`config.mk`:
```
export PLATFORM = sky130hd
export DESIGN_NAME = ls_control_unit_flat
export DESIGN_NICKNAME = d
export VERILOG_FILES = /design/src/rtl/upf_pkg.sv /design/src/rtl/ls_control_unit_if.sv /design/src/rtl/ls_decode.sv /design/src/rtl/ls_control_unit.sv /design/src/flat_wrapper.sv
export SDC_FILE = /design/constraint.sdc
export NUM_CORES = 1
export LEC_CHECK = 0
export ABC_CLOCK_PERIOD_IN_PS = 3200
export CAP_MARGIN = 20
export CORE_MARGIN = 2
export CORE_UTILIZATION = 25
export CTS_CLUSTER_SIZE = 25
export DETAILED_ROUTE_END_ITERATION = 10
export DONT_BUFFER_PORTS = 1
export GPL_TIMING_DRIVEN = 0
export PLACE_DENSITY = 0.41
export SYNTH_ARGS = -nofsm -noshare
export SYNTH_HDL_FRONTEND = slang
export SYNTH_HIERARCHICAL = 1
export SYNTH_SLANG_ARGS = --single-unit
```
`constraint.sdc`:
```
create_clock -name clk -period 3.2 [get_ports clk]
set_clock_uncertainty 0.15 [all_clocks]
set_input_delay 0.64 -clock clk [delete_from_list [all_inputs] [get_ports clk]]
set_output_delay 0.64 -clock clk [all_outputs]
set_load 0.01 [all_outputs]
```
`src/rtl/upf_pkg.sv`:
```
// ---------------------------------------------------------------------------
// upf_pkg
// Shared definitions for the load/store control slice: uPower D-form primary
// opcodes, the ALU operation code driven to ALU_32, the sequencer state
// encoding and the decoder result record.
// ---------------------------------------------------------------------------
package upf_pkg;

  // Primary opcodes (instruction[31:26]) handled by this sequencer.
  localparam logic [5:0] OP_STW  = 6'd36;
  localparam logic [5:0] OP_LWZ  = 6'd32;
  localparam logic [5:0] OP_ADDI = 6'd14;

  // ALU_32 operation codes. Every supported instruction computes an address
  // or a sum, so only add is ever requested.
  localparam logic [3:0] ALU_NOP = 4'b0000;
  localparam logic [3:0] ALU_ADD = 4'b0010;

  // Sequencer states. HALT is terminal until reset.
  typedef enum logic [2:0] {
    FETCH  = 3'd0,
    DECODE = 3'd1,
    EXEC   = 3'd2,
    MEM    = 3'd3,
    WB     = 3'd4,
    HALT   = 3'd5
  } state_t;

  // Decoder result. At most one of the class bits is set, and only when
  // legal is set.
  typedef struct packed {
    logic is_store;
    logic is_load;
    logic is_alu_imm;
    logic legal;
  } decode_t;

  // Primary opcode field of a 32-bit instruction word.
  function automatic logic [5:0] opcode_of(input logic [31:0] word);
    return word[31:26];
  endfunction

endpackage

```
`src/rtl/ls_control_unit_if.sv`:
```
// ---------------------------------------------------------------------------
// ls_control_unit_if
// Bundle between the fetch/decode/control sequencer and its surroundings
// (instruction memory, data-memory handshake, load/store datapath).
//   instr_in     instruction word read combinationally at imem_addr
//   mem_ready    data memory accepts/completes the current access
//   imem_addr    current PC
//   instruction  instruction register (RS=[25:21], RA=[20:16], D=[15:0])
//   ALU_OP       ALU_32 operation
//   RegWrite     RegFile_32_32 write enable
//   MemRead      DataMemory read enable
//   MemWrite     DataMemory write enable
//   instr_done   one-cycle pulse in the cycle an instruction retires
//   illegal      sticky: an undecodable opcode was seen
// master: the control unit. slave: memories/datapath side.
// ---------------------------------------------------------------------------
interface ls_control_unit_if #(
  parameter int N = 32
);
  logic [N-1:0] instr_in;
  logic         mem_ready;
  logic [N-1:0] imem_addr;
  logic [N-1:0] instruction;
  logic [3:0]   ALU_OP;
  logic         RegWrite;
  logic         MemRead;
  logic         MemWrite;
  logic         instr_done;
  logic         illegal;

  modport master (
    input  instr_in, mem_ready,
    output imem_addr, instruction, ALU_OP, RegWrite, MemRead, MemWrite,
           instr_done, illegal
  );

  modport slave (
    output instr_in, mem_ready,
    input  imem_addr, instruction, ALU_OP, RegWrite, MemRead, MemWrite,
           instr_done, illegal
  );
endinterface

```
`src/rtl/ls_decode.sv`:
```
// ---------------------------------------------------------------------------
// ls_decode
// Combinational primary-opcode decoder.
//   opcode  instruction[31:26] of the instruction register
//   dec     {is_store, is_load, is_alu_imm, legal}
// ---------------------------------------------------------------------------
module ls_decode
  import upf_pkg::*;
(
  input  logic [5:0] opcode,
  output decode_t    dec
);

  // NOTE: every output of a combinational block gets a default before any
  // branch; a path that leaves it unassigned would infer a latch.
  always_comb begin
    dec = '0;
    case (opcode)
      OP_STW:  begin dec.is_store   = 1'b1; dec.legal = 1'b1; end
      OP_LWZ:  begin dec.is_load    = 1'b1; dec.legal = 1'b1; end
      OP_ADDI: begin dec.is_alu_imm = 1'b1; dec.legal = 1'b1; end
      default: dec = '0;
    endcase
  end

endmodule

```
`src/rtl/ls_control_unit.sv`:
```
// ---------------------------------------------------------------------------
// ls_control_unit
// Multi-cycle FETCH/DECODE/EXEC/MEM/WB sequencer in front of the load/store
// datapath. Holds PC and IR, decodes stw/lwz/addi and drives the datapath
// strobes. Stalls in MEM until mem_ready.
//   clk  rising-edge clock
//   rst  synchronous reset, active low
//   bus  ls_control_unit_if master modport (see interface header)
// Strobes (ALU_OP, RegWrite, MemRead, MemWrite) are decoded from the state
// register and IR only. instr_done marks the retiring cycle; for stw that is
// the MEM cycle in which mem_ready is high, so it is qualified by mem_ready.
// ---------------------------------------------------------------------------
module ls_control_unit
  import upf_pkg::*;
#(
  parameter int           N        = 32,
  parameter logic [N-1:0] RESET_PC = '0,
  parameter int           PC_STEP  = 4
) (
  input  logic               clk,
  input  logic               rst,
  ls_control_unit_if.master  bus
);

  state_t       state;
  state_t       state_next;
  logic [N-1:0] pc;
  logic [N-1:0] ir;
  logic         illegal_q;
  decode_t      dec;
  logic         retire;

  // Decode always looks at the IR, so the decision in DECODE and every later
  // state is based on the word latched in FETCH.
  ls_decode u_decode (
    .opcode (opcode_of(ir[31:0])),
    .dec    (dec)
  );

  // Final cycle of an instruction: WB, or a store's MEM cycle that completes.
  assign retire = (state == WB) ||
                  (state == MEM && dec.is_store && bus.mem_ready);

  // NOTE: state registers use non-blocking assignments so every register
  // samples pre-edge values regardless of statement order.
  always_ff @(posedge clk) begin
    if (!rst) begin
      state     <= FETCH;
      pc        <= RESET_PC;
      ir        <= '0;
      illegal_q <= 1'b0;
    end else begin
      state <= state_next;
      if (state == FETCH) begin
        ir <= bus.instr_in;
      end
      if (retire) begin
        pc <= pc + N'(PC_STEP);   // wraps modulo 2^N by width
      end
      if (state == DECODE && !dec.legal) begin
        illegal_q <= 1'b1;
      end
    end
  end

  always_comb begin
    state_next = state;
    case (state)
      FETCH:  state_next = DECODE;
      DECODE: state_next = dec.legal ? EXEC : HALT;
      EXEC: begin
        if (dec.is_store || dec.is_load) begin
          state_next = MEM;
        end else if (dec.is_alu_imm) begin
          state_next = WB;
        end else begin
          state_next = HALT;
        end
      end
      MEM: begin
        // mem_ready only matters here; outside MEM it is never looked at.
        if (bus.mem_ready) begin
          state_next = dec.is_store ? FETCH : WB;
        end
      end
      WB:      state_next = FETCH;
      HALT:    state_next = HALT;
      default: state_next = FETCH;
    endcase
  end

  always_comb begin
    bus.ALU_OP   = ALU_NOP;
    bus.RegWrite = 1'b0;
    bus.MemRead  = 1'b0;
    bus.MemWrite = 1'b0;
    case (state)
      EXEC: bus.ALU_OP = ALU_ADD;
      MEM: begin
        bus.ALU_OP   = ALU_ADD;
        bus.MemWrite = dec.is_store;
        bus.MemRead  = dec.is_load;
      end
      WB: begin
        bus.ALU_OP   = ALU_ADD;
        bus.RegWrite = 1'b1;
      end
      default: ;
    endcase
  end

  assign bus.imem_addr   = pc;
  assign bus.instruction = ir;
  assign bus.instr_done  = retire;
  assign bus.illegal     = illegal_q;

endmodule

```
`src/flat_wrapper.sv`:
```
// flat-port wrapper written by rule: the top's interface ports become plain ports
module ls_control_unit_flat import upf_pkg::*;
#(
  parameter int           N        = 32,
  parameter logic [N-1:0] RESET_PC = '0,
  parameter int           PC_STEP  = 4
)
  (clk, rst, bus_instr_in, bus_mem_ready, bus_imem_addr, bus_instruction, bus_ALU_OP, bus_RegWrite, bus_MemRead, bus_MemWrite, bus_instr_done, bus_illegal);
  ls_control_unit_if #(.N(N)) bus_i ();
  input  logic clk;
  input  logic rst;
  input wire logic [$bits(bus_i.instr_in)-1:0] bus_instr_in;
  input wire logic [$bits(bus_i.mem_ready)-1:0] bus_mem_ready;
  output wire logic [$bits(bus_i.imem_addr)-1:0] bus_imem_addr;
  output wire logic [$bits(bus_i.instruction)-1:0] bus_instruction;
  output wire logic [$bits(bus_i.ALU_OP)-1:0] bus_ALU_OP;
  output wire logic [$bits(bus_i.RegWrite)-1:0] bus_RegWrite;
  output wire logic [$bits(bus_i.MemRead)-1:0] bus_MemRead;
  output wire logic [$bits(bus_i.MemWrite)-1:0] bus_MemWrite;
  output wire logic [$bits(bus_i.instr_done)-1:0] bus_instr_done;
  output wire logic [$bits(bus_i.illegal)-1:0] bus_illegal;
  assign bus_i.instr_in = bus_instr_in;
  assign bus_i.mem_ready = bus_mem_ready;
  assign bus_imem_addr = bus_i.imem_addr;
  assign bus_instruction = bus_i.instruction;
  assign bus_ALU_OP = bus_i.ALU_OP;
  assign bus_RegWrite = bus_i.RegWrite;
  assign bus_MemRead = bus_i.MemRead;
  assign bus_MemWrite = bus_i.MemWrite;
  assign bus_instr_done = bus_i.instr_done;
  assign bus_illegal = bus_i.illegal;
  ls_control_unit #(.N(N), .RESET_PC(RESET_PC), .PC_STEP(PC_STEP)) u_core (.clk(clk), .rst(rst), .bus(bus_i));
endmodule
```
==> impl_results.md <==
* Status: completed
* Maxcap violations at 0
* Part of the cycle the worst path needs at 0.9604
* #FFs+latches synth at 66
* Worst-path clk slew at 0.06 ns
* Antenna violation net count after detailed routing at 0
* Vias post-DR at 2688
* CTS tree: done
* Final Hold Fails at 0
* Area contributors post-synth: dfxtp_1, nand2_1, a21oi_1
* Worst slew pin tran at 0.5933 ns
* Reg2reg end: u_core/bus.imem_addr[29]$_SDFFE_PN0P_
* Port Buffers at 0
* Endpoint type of the worst setup path: output port
* Post-synth top flop: dfxtp_1
* TNS Setup at 0 ns
* Clock Tree Buf Depth at 2
* Die area at 12940 µm²
* Htree depth at 3
* Die Span Y at approximately 110 µm
* Critical Path Fanout Max at 10
* CP Cell Sequence: or3b_4 -> nor4b_4 -> and4b_2 -> a21oi_2 -> buf_6 -> buf_6 -> clkinvlp_4
* Met2 wire length at around 3700 µm
* Ys async rst share at 0
* Final RePlAce weighted congestion at 0.7579
* Routed metal-1 wire length at ~3700 µm
* YS warnings at 6
* Remaining DRCs at 0
* Core region area at 11860 µm²
* Crit path DAT at ~2.3 ns
* Slew margin rel. at 0.6008
* DRT iter0 DRCs at about 80
* Worst skew pair latency at 0.33 ns
* Number of distinct library cells after synthesis at 44
* Worst stage delay on the critical path at 0.44 ns
* Total power divided by cell area at ~610 nW/µm²
* Overflow after GRT at 0
* Slowest-stage cell, CP: or3b_4
* Syn-to-layout area delta at 18.08%
* Area share of the largest cell type after synthesis at 0.4389
* # diodes at 0
* Mapped Area at 3010 µm²
* CTS root buffer: clkbuf_16
* Sink Count at 66
* Crit-path most repeated cell: buf_6
* Startpoint Class: register
* Wire per inst at between 15 and 20 µm
* Req. time, crit path at 2.41 ns
* Fillers at 1308
* Die span in x at 113.7 µm
* Total GRT Usage at 0.1343
* Post-Syn Area per Cell at 8.203 µm²
* IO Pins at 108
* Crit path from: u_core/bus.instruction[27]$_SDFFE_PN0P_
* Cts hold-fix bufs at 0
* Synth area leader: dfxtp_1
* FP Rows at 40
* Largest net degree at the start of global routing at 13
* First-pass GRT wire length at approximately 14000 µm
* Detail Placement HPWL at 5910 µm
* Via density per instance at 5.024
* Achievable Freq at 0.3254 GHz
* Number of CTS-inserted buffers at 9
* R2r startpoint: u_core/bus.instruction[27]$_SDFFE_PN0P_
* Post-Synthesis Cells at ~370
* Vias in the first global route at 2620
* Final setup viols at 0
* Final #Nets at 419
* Register area share after synthesis at 0.4389
* Worst reg-to-reg path cell count at 8
* Met3 wire length at 831 µm
* Initial Util at 0.2538
* Worst setup path end: bus_instr_done
* WL final at 8363 µm
* Initial antenna violation count at 0
* Top Metal Used: met4
* Fin util at 0.2997
* Leak at 1.200 nW
* Slew Limit Fails at 0
* DRT Pass-1 Iters at 4
* Critical path class: reg -> out
* RSZ-0062 raised after global routing: no
* Hold Path Class: in -> reg
* Share of cells above drive strength 1 at 0.1005
* R2R setup slack at ~0.56 ns
* EDFF count, synth at 0
* Fin crit period at a little over 3 ns
* Worst IR Drop VDD at 0.2924 mV
cell usage after synthesis (3+ instances only):
library cell and count:
buf_4 6, and2_1 3, o31ai_1 15, or4_1 15
nor3_1 3, mux2i_1 10, or3_1 3, dfxtp_1 66
and3_1 4, a21oi_1 53, nor4_1 10, o21ai_0 5
nor2_1 3, inv_1 4, buf_2 4, nand2b_1 13
and4_1 5, nand3_1 9, nand2_1 86, nand4_1 8
clkbuf_1 15
layout by cell type (no fill, tap or decap), types with 2 or more instances in the layout:
cell and count:
clkinvlp_4 4, buf_4 7, nor4_1 10, mux2i_1 10, clkbuf_16 9, or4_1 15, nand2b_1 13, bufinv_16 2
o21ai_0 5, conb_1 5, and4_1 5, nand2_1 86, o31ai_1 15, and2_1 3, or3_1 3, nand4_2 2
inv_1 3, buf_6 2, nor2b_1 2, nor2_1 3, nand4_1 8, and3_1 4, dfxtp_1 65, nor4b_1 2
nor3_1 3, clkbuf_1 16, a21oi_1 53, nand3_1 9, buf_2 4
critical path: cells and delay by family (launching register included):
kind,cells,cell delay [ns]
compound gates,1,0.10
buf+inv,3,0.45
flops,1,0.37
simple gates,3,1.04
power breakdown:
part           total, mW  switching [mW]  internal [mW]
combinational      0.185           0.121         0.0634
sequential         0.924          0.0586          0.866
clock               1.06           0.380          0.684
total               2.17           0.560           1.61
logic make-up (layout without fill, tap and decap cells):
family                     after synthesis  count (layout)  synth area share
AOI/OAI and AO/OA                       81              81            0.1559
xor gates and xnor gates                 1               1          0.002910
adders and majority gates                1               1          0.004156
buffers and inverters                   34              51           0.05693
DFF                                     66              66            0.4389
muxes                                   10              10           0.03325
other                                    1               5          0.001246
and+or+nand+nor                        173             173            0.3067
worst min-delay path by stage:
stage | slack, ns | startpoint | endpoint | cells after the start
after floorplan | 0.33 | u_core/bus.instruction[0]$_SDFFE_PN0P_ | u_core/bus.instruction[0]$_SDFFE_PN0P_ | 2
after global placement | 0.34 | u_core/bus.instruction[1]$_SDFFE_PN0P_ | u_core/bus.instruction[1]$_SDFFE_PN0P_ | 2
after detailed placement | 0.35 | u_core/bus.instruction[1]$_SDFFE_PN0P_ | u_core/bus.instruction[1]$_SDFFE_PN0P_ | 2
after CTS | 0.28 | bus_instr_in[20] | u_core/bus.instruction[20]$_SDFFE_PN0P_ | 2
after global routing | 0.29 | bus_instr_in[17] | u_core/bus.instruction[17]$_SDFFE_PN0P_ | 2
final | 0.29 | bus_instr_in[16] | u_core/bus.instruction[16]$_SDFFE_PN0P_ | 2
metal layers:
layer | global-route usage | vias to the layer above
li1 | - | 1349
met1 | 0.1690 | 1254
met2 | 0.2052 | 76
met3 | 0.06111 | 9
met4 | 0.04390 | 0
met5 | 0 | -
area by class of cell:
| cell class | instances | area [µm²] | area share |
|---|---|---|---|
| multi-input cells | 271 | 1545 | 0.4347 |
| flip-flops and latches | 66 | 1323 | 0.3721 |
| clock buffers | 10 | 229.0 | 0.06441 |
| well taps | 147 | 183.9 | 0.05174 |
| plain buffers | 28 | 148.9 | 0.04189 |
| clock inverters | 6 | 91.34 | 0.02570 |
| inverters | 6 | 26.28 | 0.007392 |
| repair buffers | 1 | 7.507 | 0.002112 |
sequential cells by signal, indices dropped and copies added, names as in the netlist:
register,flops
u_core/bus.illegal,1
u_core/bus.imem_addr,30
u_core/bus.instruction,32
u_core/state,3
metrics by stage:
step	hold slack (ns)	power [mW]	setup slack [ns]	instances	cell area (µm²)
final	0.2910	2.172	0.1268	535	3555
after detailed placement	0.3467	1.128	0.08915	518	3209
after global placement	0.3422	1.125	0.08238	518	3209
after global routing	0.2855	2.289	0.003506	535	3555
after floorplan	0.3305	1.071	0.4885	371	3025
after CTS	0.2769	2.221	0.04093	535	3552
timing repair:
item / CTS / global route
pin swaps: 2 / 1
setup buffers: 1 / 0
gates resized for setup: 4 / 1
endpoints found under the setup margin: 1 / 1
Note: power is estimated with default switching activity, not from simulation.
